File: src/rtl/load_store_unit_if.sv
// Signal bundle between load_store_unit, the core's execute stage and the data memory.
// The master side is the core plus memory; the slave side is the load/store unit itself.
interface load_store_unit_if #(
    parameter int ADDR_BITWIDTH = 10
);

    logic                     LSU_Req_Valid;
    logic                     LSU_Req_Ready;
    logic                     LSU_Req_Store;
    logic [2:0]               LSU_Req_Funct3;
    logic [31:0]              LSU_Req_Base;
    logic [31:0]              LSU_Req_Offset;
    logic [31:0]              LSU_Req_Wdata;

    logic                     LSU_Resp_Valid;
    logic [31:0]              LSU_Resp_Data;
    logic                     LSU_Resp_Error;

    logic                     LSU_Mem_We;
    logic                     LSU_Mem_Re;
    logic [3:0]               LSU_Mem_Byteenable;
    logic [ADDR_BITWIDTH-1:0] LSU_Mem_Address;
    logic [31:0]              LSU_Mem_Data_Out;
    logic [31:0]              LSU_Mem_Data_In;

    modport master (
        output LSU_Req_Valid, LSU_Req_Store, LSU_Req_Funct3, LSU_Req_Base,
               LSU_Req_Offset, LSU_Req_Wdata, LSU_Mem_Data_In,
        input  LSU_Req_Ready, LSU_Resp_Valid, LSU_Resp_Data, LSU_Resp_Error,
               LSU_Mem_We, LSU_Mem_Re, LSU_Mem_Byteenable, LSU_Mem_Address,
               LSU_Mem_Data_Out
    );

    modport slave (
        input  LSU_Req_Valid, LSU_Req_Store, LSU_Req_Funct3, LSU_Req_Base,
               LSU_Req_Offset, LSU_Req_Wdata, LSU_Mem_Data_In,
        output LSU_Req_Ready, LSU_Resp_Valid, LSU_Resp_Data, LSU_Resp_Error,
               LSU_Mem_We, LSU_Mem_Re, LSU_Mem_Byteenable, LSU_Mem_Address,
               LSU_Mem_Data_Out
    );

endinterface

File: src/rtl/load_store_unit.sv
// RV32I load/store unit: one request at a time, alignment and range checking,
// a registered byte-enabled memory port, and sign/zero extension of load data.
module load_store_unit #(
    parameter int ADDR_BITWIDTH = 10
) (
    input  logic             LSU_Clk,
    input  logic             LSU_Reset,
    load_store_unit_if.slave lsu_bus
);

    typedef enum logic [2:0] {
        S_IDLE,
        S_STORE,
        S_LOAD_ADDR,
        S_LOAD_DATA,
        S_ERR,
        S_RESP
    } state_e;

    localparam logic [2:0] F3_B  = 3'b000;
    localparam logic [2:0] F3_H  = 3'b001;
    localparam logic [2:0] F3_W  = 3'b010;
    localparam logic [2:0] F3_BU = 3'b100;
    localparam logic [2:0] F3_HU = 3'b101;

    state_e                   state_q, state_d;
    logic [ADDR_BITWIDTH-1:0] addr_q, addr_d;
    logic [2:0]               funct3_q, funct3_d;
    logic [31:0]              wdata_q, wdata_d;
    logic [31:0]              resp_data_q, resp_data_d;
    logic                     resp_error_q, resp_error_d;

    logic [31:0]              ea;
    logic                     funct3_legal;
    logic                     misaligned;
    logic                     out_of_range;
    logic                     req_error;
    logic [31:0]              wdata_masked;
    logic [3:0]               byteenable;
    logic [31:0]              load_ext;

    // Request decode, consulted only in the cycle a request is accepted.
    // NOTE: every case below ends in a default, so each variable is assigned on all paths and no latch is inferred.
    always_comb begin
        ea = lsu_bus.LSU_Req_Base + lsu_bus.LSU_Req_Offset;

        case (lsu_bus.LSU_Req_Funct3)
            F3_B, F3_H, F3_W: funct3_legal = 1'b1;
            F3_BU, F3_HU:     funct3_legal = !lsu_bus.LSU_Req_Store;
            default:          funct3_legal = 1'b0;
        endcase

        case (lsu_bus.LSU_Req_Funct3[1:0])
            2'b01:   misaligned = ea[0];
            2'b10:   misaligned = |ea[1:0];
            default: misaligned = 1'b0;
        endcase

        out_of_range = (ea >> ADDR_BITWIDTH) != 32'd0;
        req_error    = !funct3_legal || misaligned || out_of_range;

        case (lsu_bus.LSU_Req_Funct3[1:0])
            2'b00:   wdata_masked = {24'd0, lsu_bus.LSU_Req_Wdata[7:0]};
            2'b01:   wdata_masked = {16'd0, lsu_bus.LSU_Req_Wdata[15:0]};
            default: wdata_masked = lsu_bus.LSU_Req_Wdata;
        endcase
    end

    // Width and extension of the registered access.
    always_comb begin
        case (funct3_q[1:0])
            2'b00:   byteenable = 4'b0001;
            2'b01:   byteenable = 4'b0011;
            2'b10:   byteenable = 4'b1111;
            default: byteenable = 4'b0000;
        endcase

        case (funct3_q)
            F3_B:    load_ext = {{24{lsu_bus.LSU_Mem_Data_In[7]}}, lsu_bus.LSU_Mem_Data_In[7:0]};
            F3_H:    load_ext = {{16{lsu_bus.LSU_Mem_Data_In[15]}}, lsu_bus.LSU_Mem_Data_In[15:0]};
            F3_BU:   load_ext = {24'd0, lsu_bus.LSU_Mem_Data_In[7:0]};
            F3_HU:   load_ext = {16'd0, lsu_bus.LSU_Mem_Data_In[15:0]};
            default: load_ext = lsu_bus.LSU_Mem_Data_In;
        endcase
    end

    // Memory outputs depend only on state_q and the request registers.
    always_comb begin
        state_d      = state_q;
        addr_d       = addr_q;
        funct3_d     = funct3_q;
        wdata_d      = wdata_q;
        resp_data_d  = resp_data_q;
        resp_error_d = resp_error_q;

        lsu_bus.LSU_Req_Ready      = 1'b0;
        lsu_bus.LSU_Resp_Valid     = 1'b0;
        lsu_bus.LSU_Mem_We         = 1'b0;
        lsu_bus.LSU_Mem_Re         = 1'b0;
        lsu_bus.LSU_Mem_Byteenable = 4'b0000;
        lsu_bus.LSU_Mem_Address    = '0;
        lsu_bus.LSU_Mem_Data_Out   = 32'd0;

        case (state_q)
            S_IDLE: begin
                lsu_bus.LSU_Req_Ready = 1'b1;
                if (lsu_bus.LSU_Req_Valid) begin
                    addr_d       = ea[ADDR_BITWIDTH-1:0];
                    funct3_d     = lsu_bus.LSU_Req_Funct3;
                    wdata_d      = wdata_masked;
                    resp_data_d  = 32'd0;
                    resp_error_d = 1'b0;
                    if (req_error) begin
                        state_d = S_ERR;
                    end else if (lsu_bus.LSU_Req_Store) begin
                        state_d = S_STORE;
                    end else begin
                        state_d = S_LOAD_ADDR;
                    end
                end
            end

            S_STORE: begin
                lsu_bus.LSU_Mem_We         = 1'b1;
                lsu_bus.LSU_Mem_Byteenable = byteenable;
                lsu_bus.LSU_Mem_Address    = addr_q;
                lsu_bus.LSU_Mem_Data_Out   = wdata_q;
                state_d                    = S_RESP;
            end

            S_LOAD_ADDR: begin
                lsu_bus.LSU_Mem_Re         = 1'b1;
                lsu_bus.LSU_Mem_Byteenable = byteenable;
                lsu_bus.LSU_Mem_Address    = addr_q;
                state_d                    = S_LOAD_DATA;
            end

            // Address is held so the memory sees a stable request across its registered read.
            S_LOAD_DATA: begin
                lsu_bus.LSU_Mem_Re         = 1'b1;
                lsu_bus.LSU_Mem_Byteenable = byteenable;
                lsu_bus.LSU_Mem_Address    = addr_q;
                resp_data_d                = load_ext;
                state_d                    = S_RESP;
            end

            S_ERR: begin
                resp_error_d = 1'b1;
                state_d      = S_RESP;
            end

            S_RESP: begin
                lsu_bus.LSU_Resp_Valid = 1'b1;
                state_d                = S_IDLE;
            end

            default: begin
                state_d = S_IDLE;
            end
        endcase
    end

    assign lsu_bus.LSU_Resp_Data  = resp_data_q;
    assign lsu_bus.LSU_Resp_Error = resp_error_q;

    // NOTE: state uses non-blocking assignments so every flop samples pre-edge values.
    always_ff @(posedge LSU_Clk or posedge LSU_Reset) begin
        if (LSU_Reset) begin
            state_q      <= S_IDLE;
            addr_q       <= '0;
            funct3_q     <= 3'd0;
            wdata_q      <= 32'd0;
            resp_data_q  <= 32'd0;
            resp_error_q <= 1'b0;
        end else begin
            state_q      <= state_d;
            addr_q       <= addr_d;
            funct3_q     <= funct3_d;
            wdata_q      <= wdata_d;
            resp_data_q  <= resp_data_d;
            resp_error_q <= resp_error_d;
        end
    end

endmodule

File: src/flat_wrapper.sv
// flat-port wrapper written by rule: the top's interface ports become plain ports
module load_store_unit_flat 
#(
    parameter int ADDR_BITWIDTH = 10
)
  (LSU_Clk, LSU_Reset, lsu_bus_LSU_Req_Valid, lsu_bus_LSU_Req_Store, lsu_bus_LSU_Req_Funct3, lsu_bus_LSU_Req_Base, lsu_bus_LSU_Req_Offset, lsu_bus_LSU_Req_Wdata, lsu_bus_LSU_Mem_Data_In, lsu_bus_LSU_Req_Ready, lsu_bus_LSU_Resp_Valid, lsu_bus_LSU_Resp_Data, lsu_bus_LSU_Resp_Error, lsu_bus_LSU_Mem_We, lsu_bus_LSU_Mem_Re, lsu_bus_LSU_Mem_Byteenable, lsu_bus_LSU_Mem_Address, lsu_bus_LSU_Mem_Data_Out);
  load_store_unit_if #(.ADDR_BITWIDTH(ADDR_BITWIDTH)) lsu_bus_i ();
  input  logic LSU_Clk;
  input  logic LSU_Reset;
  input wire logic [$bits(lsu_bus_i.LSU_Req_Valid)-1:0] lsu_bus_LSU_Req_Valid;
  input wire logic [$bits(lsu_bus_i.LSU_Req_Store)-1:0] lsu_bus_LSU_Req_Store;
  input wire logic [$bits(lsu_bus_i.LSU_Req_Funct3)-1:0] lsu_bus_LSU_Req_Funct3;
  input wire logic [$bits(lsu_bus_i.LSU_Req_Base)-1:0] lsu_bus_LSU_Req_Base;
  input wire logic [$bits(lsu_bus_i.LSU_Req_Offset)-1:0] lsu_bus_LSU_Req_Offset;
  input wire logic [$bits(lsu_bus_i.LSU_Req_Wdata)-1:0] lsu_bus_LSU_Req_Wdata;
  input wire logic [$bits(lsu_bus_i.LSU_Mem_Data_In)-1:0] lsu_bus_LSU_Mem_Data_In;
  output wire logic [$bits(lsu_bus_i.LSU_Req_Ready)-1:0] lsu_bus_LSU_Req_Ready;
  output wire logic [$bits(lsu_bus_i.LSU_Resp_Valid)-1:0] lsu_bus_LSU_Resp_Valid;
  output wire logic [$bits(lsu_bus_i.LSU_Resp_Data)-1:0] lsu_bus_LSU_Resp_Data;
  output wire logic [$bits(lsu_bus_i.LSU_Resp_Error)-1:0] lsu_bus_LSU_Resp_Error;
  output wire logic [$bits(lsu_bus_i.LSU_Mem_We)-1:0] lsu_bus_LSU_Mem_We;
  output wire logic [$bits(lsu_bus_i.LSU_Mem_Re)-1:0] lsu_bus_LSU_Mem_Re;
  output wire logic [$bits(lsu_bus_i.LSU_Mem_Byteenable)-1:0] lsu_bus_LSU_Mem_Byteenable;
  output wire logic [$bits(lsu_bus_i.LSU_Mem_Address)-1:0] lsu_bus_LSU_Mem_Address;
  output wire logic [$bits(lsu_bus_i.LSU_Mem_Data_Out)-1:0] lsu_bus_LSU_Mem_Data_Out;
  assign lsu_bus_i.LSU_Req_Valid = lsu_bus_LSU_Req_Valid;
  assign lsu_bus_i.LSU_Req_Store = lsu_bus_LSU_Req_Store;
  assign lsu_bus_i.LSU_Req_Funct3 = lsu_bus_LSU_Req_Funct3;
  assign lsu_bus_i.LSU_Req_Base = lsu_bus_LSU_Req_Base;
  assign lsu_bus_i.LSU_Req_Offset = lsu_bus_LSU_Req_Offset;
  assign lsu_bus_i.LSU_Req_Wdata = lsu_bus_LSU_Req_Wdata;
  assign lsu_bus_i.LSU_Mem_Data_In = lsu_bus_LSU_Mem_Data_In;
  assign lsu_bus_LSU_Req_Ready = lsu_bus_i.LSU_Req_Ready;
  assign lsu_bus_LSU_Resp_Valid = lsu_bus_i.LSU_Resp_Valid;
  assign lsu_bus_LSU_Resp_Data = lsu_bus_i.LSU_Resp_Data;
  assign lsu_bus_LSU_Resp_Error = lsu_bus_i.LSU_Resp_Error;
  assign lsu_bus_LSU_Mem_We = lsu_bus_i.LSU_Mem_We;
  assign lsu_bus_LSU_Mem_Re = lsu_bus_i.LSU_Mem_Re;
  assign lsu_bus_LSU_Mem_Byteenable = lsu_bus_i.LSU_Mem_Byteenable;
  assign lsu_bus_LSU_Mem_Address = lsu_bus_i.LSU_Mem_Address;
  assign lsu_bus_LSU_Mem_Data_Out = lsu_bus_i.LSU_Mem_Data_Out;
  load_store_unit #(.ADDR_BITWIDTH(ADDR_BITWIDTH)) u_core (.LSU_Clk(LSU_Clk), .LSU_Reset(LSU_Reset), .lsu_bus(lsu_bus_i));
endmodule
File: config.mk
export PLATFORM = sky130hd
export DESIGN_NAME = load_store_unit_flat
export DESIGN_NICKNAME = d
export VERILOG_FILES = /design/src/rtl/load_store_unit_if.sv /design/src/rtl/load_store_unit.sv /design/src/flat_wrapper.sv
export SDC_FILE = /design/constraint.sdc
export NUM_CORES = 1
export LEC_CHECK = 0
export CAP_MARGIN = 40
export CELL_PAD_IN_SITES_DETAIL_PLACEMENT = 0
export CELL_PAD_IN_SITES_GLOBAL_PLACEMENT = 2
export CORE_MARGIN = 1.5
export CORE_UTILIZATION = 26
export DETAILED_ROUTE_END_ITERATION = 8
export MAX_ROUTING_LAYER = met4
export PLACE_DENSITY = 0.9
export SKIP_CTS_REPAIR_TIMING = 1
export SYNTH_ARGS = -nofsm -noshare
export SYNTH_HDL_FRONTEND = slang
export SYNTH_SLANG_ARGS = --single-unit
File: constraint.sdc
create_clock -name LSU_Clk -period 3.7 [get_ports LSU_Clk]
set_input_delay 0.37 -clock LSU_Clk [delete_from_list [all_inputs] [get_ports LSU_Clk]]
set_output_delay 0.37 -clock LSU_Clk [all_outputs]
set_load 0.01 [all_outputs]
# Word-level counts from Yosys, hierarchy flattened
# Cells that the tools add are included.
# op_classes
n_addsub	1
eq_ne	17
n_mux	20
reduce_logical	21
# op_table
operator	count
32-bit case mux with 2 select lines	2
32-bit case mux with 4 select lines	1
32-bit 2-to-1 mux	2
32-bit adder	1
32-bit nonzero test	1
3-bit == test (second input constant)	6
4-bit case mux with 3 select lines	1
10-bit 2-to-1 mux	1
3-bit by 1-bit == test with 1-bit output (second input constant)	3
3-bit by 2-bit == test with 1-bit output (second input constant)	3
3-bit zero test	3
3-bit case mux with 3 select lines	1
3-bit OR reduction	3
3-bit 2-to-1 mux	2
1-bit case mux with 2 select lines	3
2-bit AND reduction	3
2-bit OR reduction	3
1-bit 2-to-1 mux	5
2-bit by 1-bit == test with 1-bit output (second input constant)	2
2-bit == test (second input constant)	2
2-bit zero test	2
4-bit 2-to-1 mux	1
2-bit nonzero test	2
1-bit zero test	2
3 further kinds	4
# totals
regBits	81
in_bits	135
output_inout_bits	83
word_cells	65

# Depth between registers and ports, before layout
# Gate-level depths: netlist of the first run.
# logic_depth
depth_word	9
ltp_mapped	12
mapped_depth_nobuf	12

# Worst setup path before layout of the first run
# Ideal clock, no wire load.
# synth_path
kind	input to register
startpoint	input port lsu_bus_LSU_Req_Offset[0]
endpoint	register u_core.state_q[2]
setup_time_ns	0.118
arrival_ns	2.839
required_ns	3.582
slack_ns	0.743
path_stages	12
n_path_buf	0
path_cell_list	ha_1 inv_1 fa_1 nor2b_1 o2111ai_2 a21oi_2 o41a_1 or4_1 o21a_2 a2111oi_4 nand4_2 a21o_1
# synth_between
elab_chain_cells	8
word_cells_on_any_way	9
classes_between	add/sub: 1; mux: 4; reduce/logical: 4
# synth_rtl
item	line_no	source
start: declaration	flat_wrapper.sv:14	input wire logic [$bits(lsu_bus_i.LSU_Req_Offset)-1:0] lsu_bus_LSU_Req_Offset;
32-bit adder (*)	load_store_unit.sv:45	ea = lsu_bus.LSU_Req_Base + lsu_bus.LSU_Req_Offset;
2-bit OR reduction	load_store_unit.sv:55	2'b10: misaligned = |ea[1:0];
1-bit case mux with 2 select lines	load_store_unit.sv:53	case (lsu_bus.LSU_Req_Funct3[1:0])
1-bit logical OR	load_store_unit.sv:60	req_error = !funct3_legal || misaligned || out_of_range;
1-bit logical OR (*)	load_store_unit.sv:60	
3-bit 2-to-1 mux (*)	load_store_unit.sv:113	if (req_error) begin
3-bit 2-to-1 mux (*)	load_store_unit.sv:107	if (lsu_bus.LSU_Req_Valid) begin
3-bit case mux with 3 select lines (*)	load_store_unit.sv:104	case (state_q)
end signal: assignment	load_store_unit.sv:176	state_q <= state_d;
end: declaration	load_store_unit.sv:26	state_e state_q, state_d;
# Mark *: on every way between the ends. The rest lies on a longest branch, timed or not. The select of a mux whose other input is x is not followed.
# A chain may end at the register's enable or synchronous reset.

# Worst setup path in the final report of the first run
# Same ends and word-level chain as after synthesis.

==> impl_results.md, run 1 <==
- Status: complete, no violations
- Vias: 6064
- # diodes: 0
- Iteration-0 DRC count of the detailed router: 290
- Drt drc: 0
- FF/Latch Area: 2030 um2
- Top_reg_cell synth: dfrtp_1
- Pwr/cell area: 471 nW/um2
- Drt first pass iters: 5
- Die X: 152 um
- Reg2reg path depth: 6
- Final worst slack: 0.309 ns
- Fillers: 2249
- Antenna violations before repair: 0
- Placed insts: 1242
- Largest net degree at the start of global routing: 47
- Total Wirelength: 19800 um
- WP data required: 3.92 ns
- CP max stage delay: 0.48 ns
- Reg2reg end: u_core.wdata_q[24]$_DFFE_PP0P_
- Max Used Layer: met4
- Period utilisation layout: 0.916
- Switch share: 0.360
- Max Cap Viol: 0
- R2R Path Start: u_core.state_q[0]$_DFFE_PP0P_
- P_sw: 1480 uW
- Slew headroom: 0.451
- Clk slew on worst S/H paths: 0.07 ns
- Syn. warnings: 0
- Final non-filler cell area: 8710 um2
- Critical Path Source Type: primary input
- Worst slew pin tran: 0.823 ns
- CP endpoint kind: flip-flop
- Leading area contributor after synthesis: dfrtp_1
- CTS tree: built
- Vias in the first global route: 5830
- Cell breakdown of the critical path: clkdlybuf4s50_1, ha_1, inv_1, fa_1, or2b_1, a211oi_1, o21bai_1, a221oi_1, a41oi_1, nor4_1, and4_1, nand4_2, a21o_1
- Core ar.: 21800 um2
- GP Congestion: 0.886
- WL/cell: 15.7 um
- Syn_nets: 932
- Port bufs: 217
- Final ANT Viol Nets: 0
- Flop2flop setup slack: 1.61 ns
- Most frequent cell after synthesis: nand2_1
- Wl on met1: 9330 um
- Seq pwr share: 0.322
- Final Max Slew Viols: 0
- Library cells used by synthesis: 65
- Tot GR Track Use: 0.173
- Leakage: 0.00374 uW
- Worst skew pair latency: 0.33 ns
- Top post-synthesis cells by count: 174 x nand2_1, 81 x dfrtp_1, 77 x o21ai_0
- Cell Area, Synth: 5790 um2
- Peak Freq: 295 MHz
- Comb pwr share: 0.438
- DIE HEIGHT: 152 um
- Final hold violations: 0
- Post-synth top area share: 0.350
- Clock root buffer master: clkbuf_16
- Critical Path AT: 3.61 ns
- RSZ-0062 raised after global routing: no
- Worst VDD drop: 0.000195 V
- Int Pwr: 2630 uW
- Min cycle time layout: 3.39 ns
- GRT overflow: 0
- TritonCTS Buffers: 9
- Ys async rst share: 1.00
- Clk_skew: 0.00902 ns
- Synth-to-Final Area Change: 50.4%
- Synth Instances: 758
- Core Rows: 54
- Avg Inst Size Synth: 7.64 um2
- Worst setup path category: primary input to flip-flop
- Sink Count: 81
- DP Worst Slack: -0.0121 ns
- Die ar.: 23200 um2
- Deepest clock path buffer count: 2
- H-Tree Depth: 3
- First-pass GRT wire length: 31700 um
- Layout cell share with drive strength beyond 1: 0.0675
- Worst-path cell with the longest stage delay: fa_1
- Register bit total from synthesis: 81
- Hold Path Class: primary input to async pin
- Sequential area share after synthesis: 0.350
- Layout Nets: 1147
- Dpl cell area: 8380 um2
- Initial Util: 0.266
- Number of flops mapped to enable cells by yosys: 0
- Num ports: 218
- Post-DP HPWL: 15700 um
- Synth top area cells: dfrtp_1 35%, nand2_1 11%, ha_1 8.2%
- Clock share of power: 0.240
- Multi-input gate area: 3520 um2
- Final non-filler cell total: 1258
- Routed wl met2: 9320 um
- Via density: 4.82
- Met3 Routed Length: 966 um
- Crit path max fanout: 3
- Final setup viols: 0
[routing by layer]
layer / vias to the layer above / global-route usage
li1: 3055 / -
met1: 2802 / 0.231
met2: 193 / 0.279
met3: 14 / 0.0233
met4: 0 / 0.0361
met5: - / -
[worst max-delay path by stage]
stage                              start                       endpoint  slack [ns]
2_1_floorplan  lsu_bus_LSU_Req_Offset[0]  u_core.state_q[2]$_DFFE_PP0P_        0.74
3_3_place_gp   lsu_bus_LSU_Req_Offset[0]  u_core.state_q[2]$_DFFE_PP0P_        0.04
3_5_place_dp   lsu_bus_LSU_Req_Offset[0]  u_core.state_q[2]$_DFFE_PP0P_       -0.01
4_1_cts        lsu_bus_LSU_Req_Offset[0]  u_core.state_q[2]$_DFFE_PP0P_        0.33
5_1_grt          lsu_bus_LSU_Req_Base[0]  u_core.state_q[2]$_DFFE_PP0P_        0.10
6_report       lsu_bus_LSU_Req_Offset[0]  u_core.state_q[2]$_DFFE_PP0P_        0.31
[flip-flops by register name, summed over array words and instances, names as in the netlist]
name,cells
u_core.wdata_q,32
u_core.funct3_q,3
u_core.lsu_bus.LSU_Resp_Error,1
u_core.lsu_bus.LSU_Resp_Data,32
u_core.state_q,3
u_core.addr_q,10
[cells by family (layout without fill, tap and decap cells)]
group / count (synthesis) / in the layout / synth area share
AO/OA/AOI/OAI: 191 / 191 / 0.201
XOR/XNOR: 13 / 13 / 0.0197
buffers and inverters: 65 / 285 / 0.0451
adder cells (fa/ha/maj): 39 / 39 / 0.0855
AND/OR/NAND/NOR: 365 / 365 / 0.292
multiplexers: 4 / 4 / 0.00691
flip-flops: 81 / 81 / 0.350
[cell type report]
cell class / count / area share
tap: 280 / 0.0402
clock buffer: 10 / 0.0274
sequential: 81 / 0.233
multi-input combinational: 612 / 0.404
timing repair buffer: 249 / 0.277
clock inverter: 6 / 0.0103
inverter: 20 / 0.00876
[per-stage QoR]
step                       util  setup TNS, ns  hold WS, ns  power [uW]
final                     0.399              0        0.387        4110
after global routing      0.399              0        0.416        4420
after CTS                 0.399              0        0.388        4170
after detailed placement  0.384        -0.0121        0.448        3170
after global placement    0.384              0        0.441        3140
after floorplan               -              0        0.430        2310
[cells in the final DEF, fill, tap and decap left out, types with 3 or more instances in the layout]
master	count
or3_1	4
or2_2	3
o21ai_0	77
mux2i_1	4
nor2b_1	3
buf_4	32
nand2_1	174
nand4_1	13
a21o_1	5
a221oi_1	3
a21oi_1	51
clkbuf_16	9
nand3_1	39
xnor2_1	8
nand2b_1	3
a211oi_1	9
dfrtp_1	81
and2_1	46
nor2_1	51
o211ai_1	5
nor3_1	9
inv_1	19
xor2_1	5
nor4_1	3
o21ai_1	3
and4_1	3
clkdlybuf4s50_1	217
ha_1	38
o21a_1	8
[critical path: cells and delay by family]
kind	cells	cell delay [ns]
AND/OR/NAND/NOR	4	0.94
buffers and inverters	2	0.52
adder cells (fa/ha/maj)	2	0.64
AO/OA/AOI/OAI	5	1.15
[power by group through the flow]
stage	sequential (uW)	combinational (uW)	clock (uW)
2_1_floorplan	1310	1000	0
3_3_place_gp	1320	1820	0
3_5_place_dp	1340	1830	0
4_1_cts	1320	1840	1010
5_1_grt	1360	2010	1050
6_report	1320	1800	985
Note: power is estimated with default switching activity, not from simulation.
==> inputs of run 2 (changes only) <==
--- a/config.mk
+++ b/config.mk
@@ -6,13 +6,11 @@
 export NUM_CORES = 1
 export LEC_CHECK = 0
 export CAP_MARGIN = 40
-export CELL_PAD_IN_SITES_DETAIL_PLACEMENT = 0
-export CELL_PAD_IN_SITES_GLOBAL_PLACEMENT = 2
 export CORE_MARGIN = 1.5
-export CORE_UTILIZATION = 26
+export CORE_UTILIZATION = 35
 export DETAILED_ROUTE_END_ITERATION = 8
 export MAX_ROUTING_LAYER = met4
-export PLACE_DENSITY = 0.9
+export PLACE_DENSITY = 0.7
 export SKIP_CTS_REPAIR_TIMING = 1
 export SYNTH_ARGS = -nofsm -noshare
 export SYNTH_HDL_FRONTEND = slang
==> impl_results.md, run 2 (synthesis gave the netlist of run 1 again) <==
- Status: complete, no violations
- Die X: 132 um (-14%)
- Most frequent cells in the layout: 217 x clkdlybuf4s50_1, 174 x nand2_1, 81 x dfrtp_1
- Total Wirelength: 18500 um (-6.7%)
- Worst setup path category: primary input to flip-flop
- Iteration-0 DRC count of the detailed router: 399 (+38%)
- Via density: 5.21 (+8.0%)
- Met3 Routed Length: 1250 um (+30%)
- FF/Latch Area: 2030 um2 (unchanged)
- Port bufs: 217 (unchanged)
- GRT overflow: 0 (unchanged)
- WL/cell: 15.7 um (-0.48%)
- Min cycle time layout: 3.33 ns (-0.0570 ns)
- Tot GR Track Use: 0.218 (+0.0451)
- Synth-to-Final Area Change: 46.6%
- Drt drc: 0 (unchanged)
- Max Cap Viol: 0 (unchanged)
- Drt first pass iters: 5 (unchanged)
- CTS tree: built
- Reg2reg end: u_core.wdata_q[5]$_DFFE_PP0P_
- Critical Path AT: 3.55 ns (-0.06 ns)
- Vias in the first global route: 5703 (-2.2%)
- GP Congestion: 0.945 (+6.8%)
- Layout cell share with drive strength beyond 1: 0.0530 (-0.0145)
- Antenna violations before repair: 0 (unchanged)
- Core ar.: 16000 um2 (-27%)
- CP max stage delay: 0.47 ns (about the same)
- Flop2flop setup slack: 1.63 ns (+0.02 ns)
- Sink Count: 81 (unchanged)
- Final Max Slew Viols: 0 (unchanged)
- Layout Nets: 1132 (-1.3%)
- Hold Path Class: primary input to async pin
- Wl on met1: 8210 um (-12%)
- Clk_skew: 0.0121 ns (+0.00306 ns)
- Worst-path cell with the longest stage delay: fa_1
- Pwr/cell area: 471 nW/um2 (about the same)
- Deepest clock path buffer count: 2 (unchanged)
- Final TNS setup: 0 ns (unchanged)
- H-Tree Depth: 3 (unchanged)
- Routed wl met2: 8720 um (-6.5%)
- Vias: 6138 (+1.2%)
- Final setup viols: 0 (unchanged)
- Worst skew pair latency: 0.34 ns (about the same)
- Leakage: 0.00365 uW (-2.3%)
- CP bufs+invs: 2 (unchanged)
- Critical Path Source Type: primary input
- Peak Freq: 300 MHz (+1.7%)
- First-pass GRT wire length: 29800 um (-6.0%)
- Die ar.: 17300 um2 (-25%)
- Crit path max fanout: 5 (+2)
- Largest net degree at the start of global routing: 47 (unchanged)
- Reg2reg path depth: 6 (unchanged)
- WP data required: 3.92 ns (about the same)
- Initial Util: 0.362 (+0.0966)
- Commonest non-fill, non-tap cell in the layout: clkdlybuf4s50_1
- Period utilisation layout: 0.901 (-0.0154)
- Cell family with most CP delay: compound AO/OA/AOI/OAI gates
- R2R Path Start: u_core.state_q[1]$_DFFE_PP0P_
- Post-DP HPWL: 14600 um (-7.1%)
- Clock root buffer master: clkbuf_16
- Max Used Layer: met4
- CP endpoint kind: flip-flop
- Min Hold Slack: 0.230 ns (-0.157 ns)
- Clk slew on worst S/H paths: 0.06 ns (about the same)
- Cell breakdown of the critical path: clkdlybuf4s50_1, ha_1, inv_1, fa_1, or2b_1, a211oi_1, o21bai_1, a221oi_1, a41oi_1, nor4_1, and4_1, nand4_2, a21o_1
- TritonCTS Buffers: 9 (unchanged)
- Fillers: 1566 (-30%)
- Num ports: 218 (unchanged)
- # diodes: 0 (unchanged)
- Slew headroom: 0.468 (+0.0165)
- Multi-input gate area: 3520 um2 (unchanged)
- Worst VDD drop: 0.000199 V (+2.4%)
- Final ANT Viol Nets: 0 (unchanged)
- RSZ-0062 raised after global routing: no
- Core Rows: 46 (-15%)
- Worst slew pin tran: 0.798 ns (-0.0248 ns)
- DIE HEIGHT: 132 um (-14%)
- Final hold violations: 0 (unchanged)
==> run 2: changes by cell type in the layout (fill, tap and decap cells not counted), sizes merged <==
cell	before	now
buf	32	17
bufinv	2	1
clkbuf	10	9
clkinv	3	4
inv	20	21
==> run 2: layout make-up <==
type | instances | share of cell area
clock buffer | 9 | 0.0265
clock inverter | 7 | 0.00913
inverter | 20 | 0.00899
timing repair buffer | 234 | 0.271
tap | 216 | 0.0318
sequential | 81 | 0.239
multi-input combinational | 612 | 0.414
==> run 2: metrics by stage <==
step	power (uW)	cells	area, um2	worst slack [ns]	util
finish	4000	1179	8490	0.366	0.531
global route	4290	1179	8490	0.0552	0.531
CTS	4040	1179	8490	0.372	0.531
detailed placement	3120	1163	8190	0.00451	0.512
global placement	3080	1162	8180	0.0727	0.511
floorplan	2310	758	5790	0.743	-
==> run 2: layer usage <==
metal,track usage,up-vias
met2,0.353,255
li1,-,3030
met1,0.278,2831
met5,-,-
met3,0.0424,22
met4,0.0562,0
==> run 2: worst max-delay path by stage <==
stage                                    startpoint  slack (ns)                       endpoint  cells after the start
after floorplan           lsu_bus_LSU_Req_Offset[0]        0.74  u_core.state_q[2]$_DFFE_PP0P_                     12
after global placement    lsu_bus_LSU_Req_Offset[0]        0.07  u_core.state_q[2]$_DFFE_PP0P_                     13
after detailed placement  lsu_bus_LSU_Req_Offset[0]       0.005  u_core.state_q[2]$_DFFE_PP0P_                     13
after CTS                 lsu_bus_LSU_Req_Offset[0]        0.37  u_core.state_q[2]$_DFFE_PP0P_                     13
after global routing      lsu_bus_LSU_Req_Offset[0]        0.06  u_core.state_q[2]$_DFFE_PP0P_                     13
final                     lsu_bus_LSU_Req_Offset[0]        0.37  u_core.state_q[2]$_DFFE_PP0P_                     13
==> run 2: report_power, final <==
group	switching (uW)	internal, uW	leakage [uW]	total (uW)
clock network	373	528	0.000146	902
logic	951	827	0.00245	1780
registers	153	1170	0.00106	1320
==> inputs of run 3 (changes only) <==
--- a/config.mk
+++ b/config.mk
@@ -6,11 +6,13 @@
 export NUM_CORES = 1
 export LEC_CHECK = 0
 export CAP_MARGIN = 40
+export CORE_ASPECT_RATIO = 0.75
 export CORE_MARGIN = 1.5
 export CORE_UTILIZATION = 35
 export DETAILED_ROUTE_END_ITERATION = 8
 export MAX_ROUTING_LAYER = met4
-export PLACE_DENSITY = 0.7
+export PLACE_DENSITY = 0.66
+export SETUP_SLACK_MARGIN = 0.15
 export SKIP_CTS_REPAIR_TIMING = 1
 export SYNTH_ARGS = -nofsm -noshare
 export SYNTH_HDL_FRONTEND = slang
==> impl_results.md, run 3 (synthesis gave the netlist of run 1 again) <==
- Worst VDD drop: 0.000235 V (+18%)
- Port bufs: 217 (unchanged)
- Leakage: 0.00366 uW (+0.20%)
- Crit path max fanout: 3 (-2)
- Layout Nets: 1135 (+0.27%)
- Via density: 5.13 (-1.4%)
- GP Congestion: 0.935 (-1.1%)
- Final worst slack: 0.413 ns (+0.0463 ns)
- Sink Count: 81 (unchanged)
- DP Worst Slack: -0.0782 ns (-0.0827 ns)
- CTS tree: built
- CP endpoint kind: flip-flop
- Int Pwr: 2520 uW (about the same)
- Hold Path Class: primary input to async pin
- Final hold violations: 0 (unchanged)
- Pwr/cell area: 471 nW/um2 (about the same)
- Num ports: 218 (unchanged)
- Seq pwr share: 0.329 (about the same)
- TritonCTS Buffers: 9 (unchanged)
- Final setup viols: 0 (unchanged)
- Post-DP HPWL: 14400 um (-1.7%)
- Total Wirelength: 18500 um (+0.24%)
- Antenna violations before repair: 0 (unchanged)
- Commonest non-fill, non-tap cell in the layout: clkdlybuf4s50_1
- GRT overflow: 0 (unchanged)
- Vias in the first global route: 5600 (-1.8%)
- Final Max Slew Viols: 0 (unchanged)
- Synth-to-Final Area Change: 46.8%
- Clock root buffer master: clkbuf_16
- Clk_skew: 0.00719 ns (-0.00488 ns)
- Slew headroom: 0.508 (+0.0402)
- Peak Freq: 304 MHz (+1.4%)
- Comb pwr share: 0.448 (+0.003)
- Final core utilization: 0.528 (-0.00294)
- FF/Latch Area: 2030 um2 (unchanged)
- Multi-input gate area: 3520 um2 (+0.14%)
- Deepest clock path buffer count: 2 (unchanged)
- Max Cap Viol: 0 (unchanged)
- Switch share: 0.369 (about the same)
- Layout cell share with drive strength beyond 1: 0.0559 (+0.00294)
- Core Rows: 40 (-13%)
- Tot GR Track Use: 0.220 (+0.00270)
- WL/cell: 15.7 um (+0.49%)
- Most frequent cells in the layout: 217 x clkdlybuf4s50_1, 174 x nand2_1, 81 x dfrtp_1
- Critical Path AT: 3.51 ns (-0.04 ns)
- Worst skew pair latency: 0.34 ns (about the same)
- Worst slew pin tran: 0.738 ns (-0.0602 ns)
- Vias: 6035 (-1.7%)
- Fillers: 1560 (-0.38%)
- Min cycle time layout: 3.29 ns (-0.0463 ns)
- Final ANT Viol Nets: 0 (unchanged)
- Worst setup path category: primary input to flip-flop
- Drt first pass iters: 5 (unchanged)
- Iteration-0 DRC count of the detailed router: 412 (+3.3%)
- DIE HEIGHT: 114 um (-13%)
- Largest net degree at the start of global routing: 48 (+2.1%)
- P_sw: 1480 uW (+0.11%)
- Clock share of power: 0.223 (-0.002)
- Die ar.: 17300 um2 (about the same)
- Tot Pwr: 4000 uW (+0.10%)
- Core ar.: 16100 um2 (+0.72%)
- Die X: 152 um (+15%)
- Clk slew on worst S/H paths: 0.06 ns (about the same)
- Initial Util: 0.360 (-0.00259)
- RSZ-0062 raised after global routing: no
- Period utilisation layout: 0.888 (-0.0125)
- First-pass GRT wire length: 29400 um (-1.6%)
- Status: complete, no violations
- Drt drc: 0 (unchanged)
- # diodes: 0 (unchanged)
- Critical Path Source Type: primary input
- WP data required: 3.93 ns (about the same)
- H-Tree Depth: 3 (unchanged)
run 3: cell count changes in the layout (fill, tap and decap cells not counted), sizes merged:
cell,before,now
inv,21,20
clkinvlp,1,2
clkinv,4,3
buf,17,20
clkbuf,9,10
run 3: per-stage QoR:
stage | hold WS (ns) | cells | cell area, um2 | setup TNS, ns
floorplan | 0.430 | 758 | 5790 | 0
global placement | 0.441 | 1160 | 8210 | 0
detailed placement | 0.447 | 1160 | 8210 | -0.0782
CTS | 0.437 | 1176 | 8500 | 0
global route | 0.466 | 1176 | 8510 | 0
finish | 0.421 | 1176 | 8510 | 0
run 3: power by group through the flow:
| stage | Clock, uW | Combinational (uW) | Sequential, uW |
|---|---|---|---|
| 4_1_cts | 912 | 1810 | 1320 |
| 3_3_place_gp | 0 | 1790 | 1320 |
| 6_report | 893 | 1790 | 1320 |
| 2_1_floorplan | 0 | 1000 | 1310 |
| 5_1_grt | 957 | 2000 | 1360 |
| 3_5_place_dp | 0 | 1800 | 1330 |
run 3: worst paths after layout:
path                                                start                                      endpoint  slack [ns]  depth (start not counted)
setup / recovery                lsu_bus_LSU_Req_Offset[0]                 u_core.state_q[2]$_DFFE_PP0P_        0.41                         13
min in group LSU_Clk       u_core.wdata_q[24]$_DFFE_PP0P_                u_core.wdata_q[24]$_DFFE_PP0P_        0.46                          2
max in group asynchronous                       LSU_Reset                  u_core.addr_q[1]$_DFFE_PP0P_        2.45                          3
hold / removal                                  LSU_Reset  u_core.lsu_bus.LSU_Resp_Data[21]$_DFFE_PP0P_        0.42                          2
hold reg to reg            u_core.wdata_q[24]$_DFFE_PP0P_                u_core.wdata_q[24]$_DFFE_PP0P_        0.46                          2
setup reg to reg            u_core.state_q[1]$_DFFE_PP0P_                u_core.wdata_q[20]$_DFFE_PP0P_        1.64                          6
run 3: cell type report:
class / instances / area share
Clock buffer: 10 / 0.0269
Clock inverter: 6 / 0.00794
Inverter: 20 / 0.00897
Multi-Input combinational cell: 612 / 0.414
Sequential cell: 81 / 0.238
Tap cell: 210 / 0.0309
Timing Repair Buffer: 237 / 0.273
run 3: layer usage:
layer | part of all wire | global-route usage
met3 | 0.077 | 0.0482
met4 | 0.012 | 0.0494
met1 | 0.50 | 0.324
met2 | 0.41 | 0.306
met5 | 0 | -
run 3: critical path, cell delays in order:
cell             delay (ns)
clkdlybuf4s50_1        0.41
ha_1                   0.23
inv_1                  0.07
fa_1                   0.21
nor2b_1                0.07
o2111ai_2              0.21
a21oi_2                0.11
o41a_1                 0.49
or4_1                  0.49
o21a_2                 0.15
a2111oi_4              0.33
nand4_2                0.17
a21o_1                 0.21
